### config.mk
export PLATFORM = sky130hd
export DESIGN_NAME = fft_stage_twiddle_ctrl_flat
export DESIGN_NICKNAME = d
export VERILOG_FILES = /design/src/rtl/fft_stage_twiddle_ctrl_if.sv /design/src/rtl/fft_stage_twiddle_ctrl.sv /design/src/flat_wrapper.sv
export SDC_FILE = /design/constraint.sdc
export NUM_CORES = 1
export LEC_CHECK = 0
export ABC_AREA = 1
export CORE_AREA = 3 3 75 56
export CTS_BUF_LIST = sky130_fd_sc_hd__clkbuf_8
export DETAILED_ROUTE_END_ITERATION = 8
export DIE_AREA = 0 0 78 59
export GPL_TIMING_DRIVEN = 0
export PLACE_DENSITY_LB_ADDON = 0.05
export SYNTH_ARGS = -nofsm -noshare
export SYNTH_HDL_FRONTEND = slang
export SYNTH_SLANG_ARGS = --single-unit
### constraint.sdc
create_clock -name clk -period 3.8 [get_ports clk]
set_input_delay 0.38 -clock clk [delete_from_list [all_inputs] [get_ports clk]]
set_output_delay 0.38 -clock clk [all_outputs]
set_load 0.02 [all_outputs]
### src/rtl/fft_stage_twiddle_ctrl_if.sv
// Bus between the stage sequencer, the data RAM / multComplexE pair and the twiddle controller.
// The controller connects through the slave modport.
interface fft_stage_twiddle_ctrl_if #(
  parameter int unsigned SIZE_DATA_FI = 4,
  parameter int unsigned STAGE_W      = 3
);
  logic                    start;
  logic [STAGE_W-1:0]      stage;
  logic                    hold;
  logic                    busy;
  logic                    done;
  logic                    err;
  logic                    rd_en;
  logic [SIZE_DATA_FI-1:0] rd_addr_a;
  logic [SIZE_DATA_FI-1:0] rd_addr_b;
  logic                    mult_en;
  logic [SIZE_DATA_FI-1:0] mult_fi;
  logic                    mult_valid;
  logic                    wr_en;
  logic [SIZE_DATA_FI-1:0] wr_addr_a;
  logic [SIZE_DATA_FI-1:0] wr_addr_b;

  modport slave (
    input  start, stage, hold, mult_valid,
    output busy, done, err, rd_en, rd_addr_a, rd_addr_b,
           mult_en, mult_fi, wr_en, wr_addr_a, wr_addr_b
  );

  modport master (
    output start, stage, hold, mult_valid,
    input  busy, done, err, rd_en, rd_addr_a, rd_addr_b,
           mult_en, mult_fi, wr_en, wr_addr_a, wr_addr_b
  );
endinterface

### src/rtl/fft_stage_twiddle_ctrl.sv
// Sequences one radix-2 DIF FFT stage through the shared twiddle multiplier:
// issues read addresses / phase per butterfly and write-back addresses as results return.
module fft_stage_twiddle_ctrl #(
  parameter int unsigned SIZE_DATA_FI = 4,
  parameter int unsigned STAGE_W      = 3,
  parameter int unsigned MAX_INFLIGHT = 8
) (
  input logic                     clk,
  input logic                     rst_n,
  fft_stage_twiddle_ctrl_if.slave bus
);
  localparam int unsigned AW  = SIZE_DATA_FI;
  localparam int unsigned AW2 = 2 * SIZE_DATA_FI;
  localparam int unsigned AW3 = 3 * SIZE_DATA_FI;
  localparam int unsigned NB  = 1 << (SIZE_DATA_FI - 1);
  localparam int unsigned IW  = $clog2(MAX_INFLIGHT + 1);

  typedef enum logic [1:0] {S_IDLE, S_ISSUE, S_DRAIN, S_DONE} state_t;

  state_t             r_state;
  state_t             w_state_nxt;
  logic [STAGE_W-1:0] r_s;
  logic [AW-1:0]      r_k;
  logic [AW-1:0]      r_wr_k;
  logic [IW-1:0]      r_inflight;

  logic               w_accept;
  logic               w_bad_start;
  logic               w_issue;
  logic               w_last_issue;
  logic               w_wr_ok;
  logic               w_spurious;
  logic [AW3-1:0]     w_rd_vec;
  logic [AW2-1:0]     w_wr_ab;

  // {addr_a, addr_b, fi}: high bits of k above the butterfly span are doubled, low bits are j.
  function automatic logic [AW3-1:0] bfly_addr(input logic [AW-1:0] k, input logic [STAGE_W-1:0] s);
    logic [AW-1:0] half;
    logic [AW-1:0] mask;
    logic [AW-1:0] j;
    logic [AW-1:0] a;
    half = AW'(1) << (STAGE_W'(AW - 1) - s);
    mask = half - AW'(1);
    j    = k & mask;
    a    = ((k & ~mask) << 1) | j;
    return {a, a | half, j << s};
  endfunction

  assign w_rd_vec = bfly_addr(r_k, r_s);
  assign w_wr_ab  = AW2'(bfly_addr(r_wr_k, r_s) >> AW);

  always_ff @(posedge clk or negedge rst_n) begin
    if (!rst_n) r_state <= S_IDLE;
    else        r_state <= w_state_nxt;
  end

  always_comb begin
    w_state_nxt = r_state;
    case (r_state)
      S_IDLE:  if (w_accept) w_state_nxt = S_ISSUE;
      S_ISSUE: if (w_last_issue) w_state_nxt = S_DRAIN;
      S_DRAIN: if ((r_inflight == '0) && !bus.mult_valid) w_state_nxt = S_DONE;
      default: w_state_nxt = S_IDLE;
    endcase
  end

  always_comb begin
    w_accept    = 1'b0;
    w_bad_start = 1'b0;
    w_issue     = 1'b0;
    w_wr_ok     = bus.mult_valid && (r_inflight != '0);
    w_spurious  = bus.mult_valid && (r_inflight == '0);
    case (r_state)
      S_IDLE: begin
        w_accept    = bus.start && (bus.stage <  STAGE_W'(SIZE_DATA_FI));
        w_bad_start = bus.start && (bus.stage >= STAGE_W'(SIZE_DATA_FI));
      end
      S_ISSUE: w_issue = !bus.hold && (r_inflight < IW'(MAX_INFLIGHT));
      default: ;
    endcase
    w_last_issue = w_issue && (r_k == AW'(NB - 1));
  end

  // Registered outputs, counters and the in-flight tracker.
  always_ff @(posedge clk or negedge rst_n) begin
    if (!rst_n) begin
      bus.busy      <= 1'b0;
      bus.done      <= 1'b0;
      bus.err       <= 1'b0;
      bus.rd_en     <= 1'b0;
      bus.mult_en   <= 1'b0;
      bus.wr_en     <= 1'b0;
      bus.rd_addr_a <= '0;
      bus.rd_addr_b <= '0;
      bus.mult_fi   <= '0;
      bus.wr_addr_a <= '0;
      bus.wr_addr_b <= '0;
      r_s           <= '0;
      r_k           <= '0;
      r_wr_k        <= '0;
      r_inflight    <= '0;
    end else begin
      bus.busy    <= (w_state_nxt == S_ISSUE) || (w_state_nxt == S_DRAIN);
      bus.done    <= (w_state_nxt == S_DONE);
      bus.rd_en   <= w_issue;
      bus.mult_en <= w_issue;
      bus.wr_en   <= w_wr_ok;
      if (w_accept) begin
        r_s    <= bus.stage;
        r_k    <= '0;
        r_wr_k <= '0;
      end
      if (w_issue) begin
        {bus.rd_addr_a, bus.rd_addr_b, bus.mult_fi} <= w_rd_vec;
        r_k <= r_k + AW'(1);
      end
      if (w_wr_ok) begin
        {bus.wr_addr_a, bus.wr_addr_b} <= w_wr_ab;
        r_wr_k <= r_wr_k + AW'(1);
      end
      if (w_accept) r_inflight <= '0;
      else          r_inflight <= r_inflight + IW'(w_issue) - IW'(w_wr_ok);
      if (w_spurious || w_bad_start) bus.err <= 1'b1;
      else if (w_accept)             bus.err <= 1'b0;
    end
  end
endmodule
### src/flat_wrapper.sv
// flat-port wrapper written by rule: the top's interface ports become plain ports
module fft_stage_twiddle_ctrl_flat 
#(
  parameter int unsigned SIZE_DATA_FI = 4,
  parameter int unsigned STAGE_W      = 3,
  parameter int unsigned MAX_INFLIGHT = 8
)
  (clk, rst_n, bus_start, bus_stage, bus_hold, bus_mult_valid, bus_busy, bus_done, bus_err, bus_rd_en, bus_rd_addr_a, bus_rd_addr_b, bus_mult_en, bus_mult_fi, bus_wr_en, bus_wr_addr_a, bus_wr_addr_b);
  fft_stage_twiddle_ctrl_if #(.SIZE_DATA_FI(SIZE_DATA_FI), .STAGE_W(STAGE_W)) bus_i ();
  input logic clk;
  input logic rst_n;
  input wire logic [$bits(bus_i.start)-1:0] bus_start;
  input wire logic [$bits(bus_i.stage)-1:0] bus_stage;
  input wire logic [$bits(bus_i.hold)-1:0] bus_hold;
  input wire logic [$bits(bus_i.mult_valid)-1:0] bus_mult_valid;
  output wire logic [$bits(bus_i.busy)-1:0] bus_busy;
  output wire logic [$bits(bus_i.done)-1:0] bus_done;
  output wire logic [$bits(bus_i.err)-1:0] bus_err;
  output wire logic [$bits(bus_i.rd_en)-1:0] bus_rd_en;
  output wire logic [$bits(bus_i.rd_addr_a)-1:0] bus_rd_addr_a;
  output wire logic [$bits(bus_i.rd_addr_b)-1:0] bus_rd_addr_b;
  output wire logic [$bits(bus_i.mult_en)-1:0] bus_mult_en;
  output wire logic [$bits(bus_i.mult_fi)-1:0] bus_mult_fi;
  output wire logic [$bits(bus_i.wr_en)-1:0] bus_wr_en;
  output wire logic [$bits(bus_i.wr_addr_a)-1:0] bus_wr_addr_a;
  output wire logic [$bits(bus_i.wr_addr_b)-1:0] bus_wr_addr_b;
  assign bus_i.start = bus_start;
  assign bus_i.stage = bus_stage;
  assign bus_i.hold = bus_hold;
  assign bus_i.mult_valid = bus_mult_valid;
  assign bus_busy = bus_i.busy;
  assign bus_done = bus_i.done;
  assign bus_err = bus_i.err;
  assign bus_rd_en = bus_i.rd_en;
  assign bus_rd_addr_a = bus_i.rd_addr_a;
  assign bus_rd_addr_b = bus_i.rd_addr_b;
  assign bus_mult_en = bus_i.mult_en;
  assign bus_mult_fi = bus_i.mult_fi;
  assign bus_wr_en = bus_i.wr_en;
  assign bus_wr_addr_a = bus_i.wr_addr_a;
  assign bus_wr_addr_b = bus_i.wr_addr_b;
  fft_stage_twiddle_ctrl #(.SIZE_DATA_FI(SIZE_DATA_FI), .STAGE_W(STAGE_W), .MAX_INFLIGHT(MAX_INFLIGHT)) u_core (.clk(clk), .rst_n(rst_n), .bus(bus_i));
endmodule
==> results of run 1 <==
==> flip-flops by register name, indices dropped and copies added, names as in the netlist <==
register and cells:
u_core.bus.mult_fi 4, u_core.bus.rd_addr_a 4, u_core.bus.rd_addr_b 4, u_core.bus.wr_addr_a 4
u_core.bus.wr_addr_b 4, u_core.r_inflight 4, u_core.r_k 4, u_core.r_wr_k 4
u_core.r_s 3, u_core.r_state 2, u_core.bus.busy 1, u_core.bus.done 1
u_core.bus.err 1, u_core.bus.rd_en 1, u_core.bus.wr_en 1
==> routing by layer <==
layer  vias up  wire (µm)  track usage (%)
met3         7        240             5.78
met1       825       2090             29.6
met5         -          0                0
met2        43       2100             35.6
li1        848          -                -
met4         0         66             9.48
==> worst max-delay path, stage by stage (launching register included) <==
cell and delay, ns:
dfrtp_1 0.37, inv_1 0.08, ha_1 0.15, nand3_1 0.11
nand2_2 0.13, inv_2 0.10, nand2_1 0.13, o21ai_0 0.11
ha_1 0.21, fa_1 0.38, xnor2_1 0.16, nor2_1 0.06
==> synthesized netlist by cell type (all sizes together) (2+ instances only) <==
cell | instances | area, µm²
a21oi | 13 | 68.8
buf | 7 | 52.5
dfrtp | 42 | 1050
ha | 8 | 100
inv | 27 | 101
nand2 | 57 | 224
nand3 | 23 | 133
nor2 | 24 | 105
o211ai | 4 | 30.0
o21ai | 12 | 60.1
o21bai | 3 | 22.5
o22ai | 3 | 18.8
o31ai | 3 | 22.5
or2 | 2 | 12.5
xnor2 | 2 | 17.5
xor2 | 2 | 17.5
==> how the worst min path moves through the flow <==
stage	slack [ns]	cells past startpoint	startpoint	endpoint
after floorplan	0.08	0	rst_n	u_core.bus.busy
after global placement	0.47	2	u_core.bus.mult_fi[0]	u_core.bus.mult_fi[0]
after detailed placement	0.19	1	rst_n	u_core.bus.done
after CTS	0.41	2	rst_n	u_core.bus.busy
after global routing	0.42	2	rst_n	u_core.bus.done
final	0.42	2	rst_n	u_core.bus.busy
==> cells by family (layout without fill, tap and decap cells) <==
family / count (synthesis) / after routing / share of synthesized area [%]
xor gates and xnor gates: 4 / 4 / 1.70
buffers and inverters: 34 / 77 / 7.46
and+or+nand+nor: 107 / 107 / 23.3
DFF: 42 / 42 / 50.9
adders and majority gates: 9 / 9 / 5.82
AOI/OAI and AO/OA: 38 / 38 / 10.8
==> power by group through the flow <==
stage               sequential (mW)  combinational (mW)  clock, mW
global route                  0.786                1.38      0.317
CTS                           0.762                1.23      0.297
floorplan                     0.883               0.682          0
global placement              0.763                1.19          0
detailed placement            0.766                1.22          0
finish                        0.761                1.22      0.293
==> final cells by class <==
cell class | instances | area share, %
Sequential cell | 42 | 40.9
Buffer | 7 | 2.04
Clock inverter | 2 | 0.340
Timing Repair Buffer | 35 | 13.8
Clock buffer | 6 | 3.21
Multi-Input combinational cell | 158 | 33.4
Inverter | 27 | 3.94
Tap cell | 50 | 2.43
==> per-stage QoR <==
step / setup slack [ns] / utilization (%) / std cells / cell area, µm²
2_1_floorplan: 1.89 / - / 234 / 2060
3_3_place_gp: 1.24 / 69.9 / 317 / 2460
3_5_place_dp: 1.48 / 70.3 / 318 / 2470
4_1_cts: 1.68 / 73.2 / 327 / 2570
5_1_grt: 1.47 / 73.2 / 327 / 2570
6_report: 1.71 / 73.2 / 327 / 2570
==> what timing repair did <==
item	4_1_cts	5_1_grt
hold endpoints to repair	2	0
setup buffers	0	0
hold buffers	1	0
==> impl_metrics.json, run 1 <==
{
  "row_count": 18,
  "overflow": 0,
  "setup_viol": 0,
  "reg2regPathDepth": 11,
  "setup_tns_ns": 0,
  "final_common_cell": "nand2_1",
  "seq_area_frac_synth_pct": 50.9,
  "vias_per_cell": 5.27,
  "initial_utilization_pct": 58.7,
  "clock-sinks": 42,
  "critPathArrivalTime_ns": 2.29,
  "drc": 0,
  "worst-r2r-setup-slack_ns": 1.71,
  "synthToLayoutAreaGrowth_pct": 24.7,
  "cts_root_buffer": "clkbuf_8",
  "ys_ff_latch": 42,
  "tightestPinTransition_ns": 0.296,
  "cts_buffers": 5,
  "setup.worst_path.start": "u_core.r_inflight[2]",
  "final_cell_mix": "nand2_1, dfrtp_1, clkdlybuf4s50_1",
  "clkPwrFrac_pct": 12.9,
  "vias": 1723,
  "total_power_mw": 2.28,
  "critPathKind": "reg -> reg",
  "rsz0062_at_grt": "no",
  "drtIter0Drc": 81,
  "fmax_mhz": 477,
  "syn_nets": 251,
  "syn_inst": 234,
  "wirelength_um": 4500,
  "synth_area_per_cell_um2": 8.82,
  "clkLatencyLatePin_ns": 0.30,
  "cts_tree": "done",
  "gp_congestion": 0.883,
  "async_flop_share_pct": 100,
  "p_per_area_mw_per_mm2": 886,
  "fill_cells": 295,
  "clkTransAtPathRegs_ns": 0.08,
  "r2r-end": "u_core.r_inflight[2]",
  "seqCellArea_mm2": 0.00105,
  "dp_hpwl_um": 3170,
  "die_w_um": 78,
  "switchingPower_mw": 0.980,
  "grt_use_total_pct": 22.4,
  "grt_pass1_vias": 1731,
  "worst_setup_path_end_kind": "flop",
  "portBuffers": 33,
  "finalHoldViolCount": 0,
  "status": "finished clean",
  "post-route-period-util_pct": 55.1,
  "max_slew_margin_pct": 80.1,
  "synth_cell_types": 28,
  "fin_nets": 293,
  "postRouteAntennaNets": 0,
  "antenna_found_initial": 0,
  "grt_max_degree": 41,
  "ctsResizeCount": 0,
  "internal-power_mw": 1.30,
  "fin_skew_ns": 0.00958,
  "drive_gt1_share_pct": 10.5,
  "path_max_fanout": 9,
  "drv_cap": 0,
  "ios": 34,
  "critical_path_required_ns": 4.00,
  "min_period_ns": 2.09,
  "r2r-start": "u_core.r_inflight[2]",
  "combPwrFrac_pct": 53.7,
  "slew_violations": 0,
  "p_sw_share_pct": 43.0,
  "yosys_warnings": 0,
  "vdd_drop_max_mv": 0.506,
  "fp.dieArea_mm2": 0.00460,
  "core_mm2": 0.00351,
  "htree_num_levels": 2,
  "pwr-share-seq_pct": 33.4,
  "start_kind": "flop",
  "endpoint": "u_core.r_inflight[2]",
  "die_h_um": 59,
  "holdWs_ns": 0.420,
  "holdCritPathClass": "in -> async",
  "netlist_area_mm2": 0.00206,
  "clock_path_buffers": 2,
  "antennaDiodeCount": 0,
  "multi_input_area_um2": 858,
  "grt_pass1_wl_um": 7920,
  "synth_edf_count": 0,
  "drtPass1Iterations": 4,
  "wl_per_cell_um": 13.7,
  "synth_flop_cell": "dfrtp_1",
  "p_leak_nw": 1.27
}
Power figures use the tool's default switching activity.
==> run 2, diff against run 1 <==
--- a/config.mk
+++ b/config.mk
@@ -6,10 +6,10 @@
 export NUM_CORES = 1
 export LEC_CHECK = 0
 export ABC_AREA = 1
-export CORE_AREA = 3 3 75 56
+export CORE_AREA = 3 3 78 58
 export CTS_BUF_LIST = sky130_fd_sc_hd__clkbuf_8
 export DETAILED_ROUTE_END_ITERATION = 8
-export DIE_AREA = 0 0 78 59
+export DIE_AREA = 0 0 81 61
 export GPL_TIMING_DRIVEN = 0
 export PLACE_DENSITY_LB_ADDON = 0.05
 export SYNTH_ARGS = -nofsm -noshare
==> constraint.sdc (replaced) <==
create_clock -name clk -period 2.15 [get_ports clk]
set_input_delay 0.215 -clock clk [delete_from_list [all_inputs] [get_ports clk]]
set_output_delay 0.215 -clock clk [all_outputs]
set_load 0.02 [all_outputs]
==> run 2 against run 1 <==
Worst hold slack worse by 0.12 ns. Core utilization is 5.3 points lower. Fmax is 3.6% higher. Final area increased by 1.7%. Largest power group unchanged.
==> impl_metrics.json, run 2 (synthesis results as in run 1) <==
{
  "ios": 34,
  "path_cells": "inv_2 > ha_1 > nand3_1 > nand2_2 > inv_4 > nand2_4 > o21ai_0 > ha_2 > fa_1 > xnor2_1 > nor2_1",
  "start_kind": "flop",
  "fmax_mhz": 495,
  "portBuffers": 33,
  "cts_tree": "done",
  "vias": 1702,
  "grt_pass1_vias": 1569,
  "wirelength_um": 4370,
  "min_period_ns": 2.02,
  "dp_hpwl_um": 3130,
  "core_mm2": 0.00385,
  "worst-r2r-setup-slack_ns": 0.13,
  "design_area_mm2": 0.00262,
  "grt_pass1_wl_um": 7560,
  "status": "finished clean",
  "die_w_um": 81,
  "synthToLayoutAreaGrowth_pct": 26.8,
  "critical_path_required_ns": 2.33,
  "row_count": 19,
  "fp.dieArea_mm2": 0.00494,
  "finalHoldViolCount": 0,
  "grt_use_total_pct": 20.5,
  "drtIter0Drc": 133,
  "r2r-start": "u_core.r_inflight[2]",
  "clock_path_buffers": 2,
  "critPathKind": "reg -> reg",
  "post-route-period-util_pct": 94.1,
  "initial_utilization_pct": 53.6,
  "vias_per_cell": 5.16,
  "overflow": 0,
  "drv_cap": 0,
  "tightestPinTransition_ns": 0.306,
  "wl_per_cell_um": 13.2,
  "drive_gt1_share_pct": 12.2,
  "final_common_cell": "nand2_1",
  "path_delay_family": "adder cells",
  "slowest_delay_ns": 0.40,
  "clkLatencyLatePin_ns": 0.29,
  "max_slew_margin_pct": 79.4,
  "worst_setup_path_end_kind": "flop",
  "r2r-end": "u_core.r_inflight[2]",
  "antennaDiodeCount": 0,
  "fin_skew_ns": 0.00623,
  "setup_viol": 0,
  "holdCritPathClass": "in -> async",
  "postRouteAntennaNets": 0,
  "final_cell_mix": "nand2_1, dfrtp_1, clkdlybuf4s50_1",
  "fin_nets": 294,
  "worst_path_max_delay_cell": "dfrtp_1",
  "reg2regPathDepth": 11,
  "path_max_fanout": 9,
  "cts_buffers": 5,
  "clock-sinks": 42,
  "clkTransAtPathRegs_ns": 0.08,
  "htree_num_levels": 2,
  "holdWs_ns": 0.295,
  "p_leak_nw": 1.28,
  "antenna_found_initial": 0,
  "drtPass1Iterations": 4,
  "vdd_drop_max_mv": 0.954,
  "slew_violations": 0,
  "cts_root_buffer": "clkbuf_8",
  "critical_path_buf_inv_count": 2,
  "placed_cell_area_mm2": 0.00247,
  "p_per_area_mw_per_mm2": 1570,
  "critPathArrivalTime_ns": 2.20,
  "die_h_um": 61,
  "drc": 0,
  "gp_congestion": 0.869,
  "grt_max_degree": 36
}
run 2: cell count changes in the layout (fill, tap and decap cells not counted), sizes merged:
cell    change
clkinv      -1
buf         +1
clkbuf      +2
inv         -1
run 2: how the worst max path moves through the flow:
stage	slack (ns)	end	startpoint	cells after the start
CTS	0.004	u_core.r_inflight[2]	u_core.r_inflight[2]	11
finish	0.13	u_core.r_inflight[2]	u_core.r_inflight[2]	11
detailed placement	0.0008	u_core.r_inflight[2]	bus_mult_valid	9
global placement	-0.24	u_core.bus.wr_addr_a[1]	rst_n	1
global route	-0.03	u_core.r_inflight[2]	u_core.r_inflight[2]	11
floorplan	0.24	u_core.r_inflight[2]	u_core.r_inflight[2]	11
run 2: where the power goes:
group          internal, mW  total [mW]  switching [mW]
registers              1.12        1.34           0.221
clock network         0.324       0.583           0.259
logic                 0.928        2.18            1.25
total                  2.37        4.11            1.73
run 2: area by class of cell:
cell class	instances	area (µm²)
Clock buffer	8	110
Tap cell	52	65.1
Buffer	7	52.6
Sequential cell	42	1050
Timing Repair Buffer	36	363
Fill cell	315	1230
Inverter	27	106
Multi-Input combinational cell	158	868
run 2: per-layer routing:
layer,track usage (%),share of wire (%)
met1,30.8,48
met4,5.06,1.0
met5,0,0
met2,29.9,44
met3,5.04,6.7
run 2: through the flow:
stage | setup WS [ns] | setup TNS, ns | instances | utilization, % | power (mW)
2_1_floorplan | 0.242 | 0 | 234 | - | 2.77
3_5_place_dp | 0.000848 | 0 | 320 | 64.2 | 3.50
4_1_cts | 0.00399 | 0 | 329 | 67.4 | 4.10
5_1_grt | -0.0340 | -0.0340 | 330 | 67.9 | 4.49
6_report | 0.128 | 0 | 330 | 67.9 | 4.11
3_3_place_gp | -0.242 | -10.11 | 319 | 63.8 | 3.46
run 2: repair_timing:
| action | CTS | global route |
|---|---|---|
| buffers inserted | 0 | 1 |
| endpoints found under the setup margin | 2 | 3 |
| cloned | 0 | 0 |
| hold buffers | 1 | 0 |
| endpoints found under the hold margin | 7 | 0 |
| pin swaps | 1 | 2 |
| resized for setup | 1 | 5 |
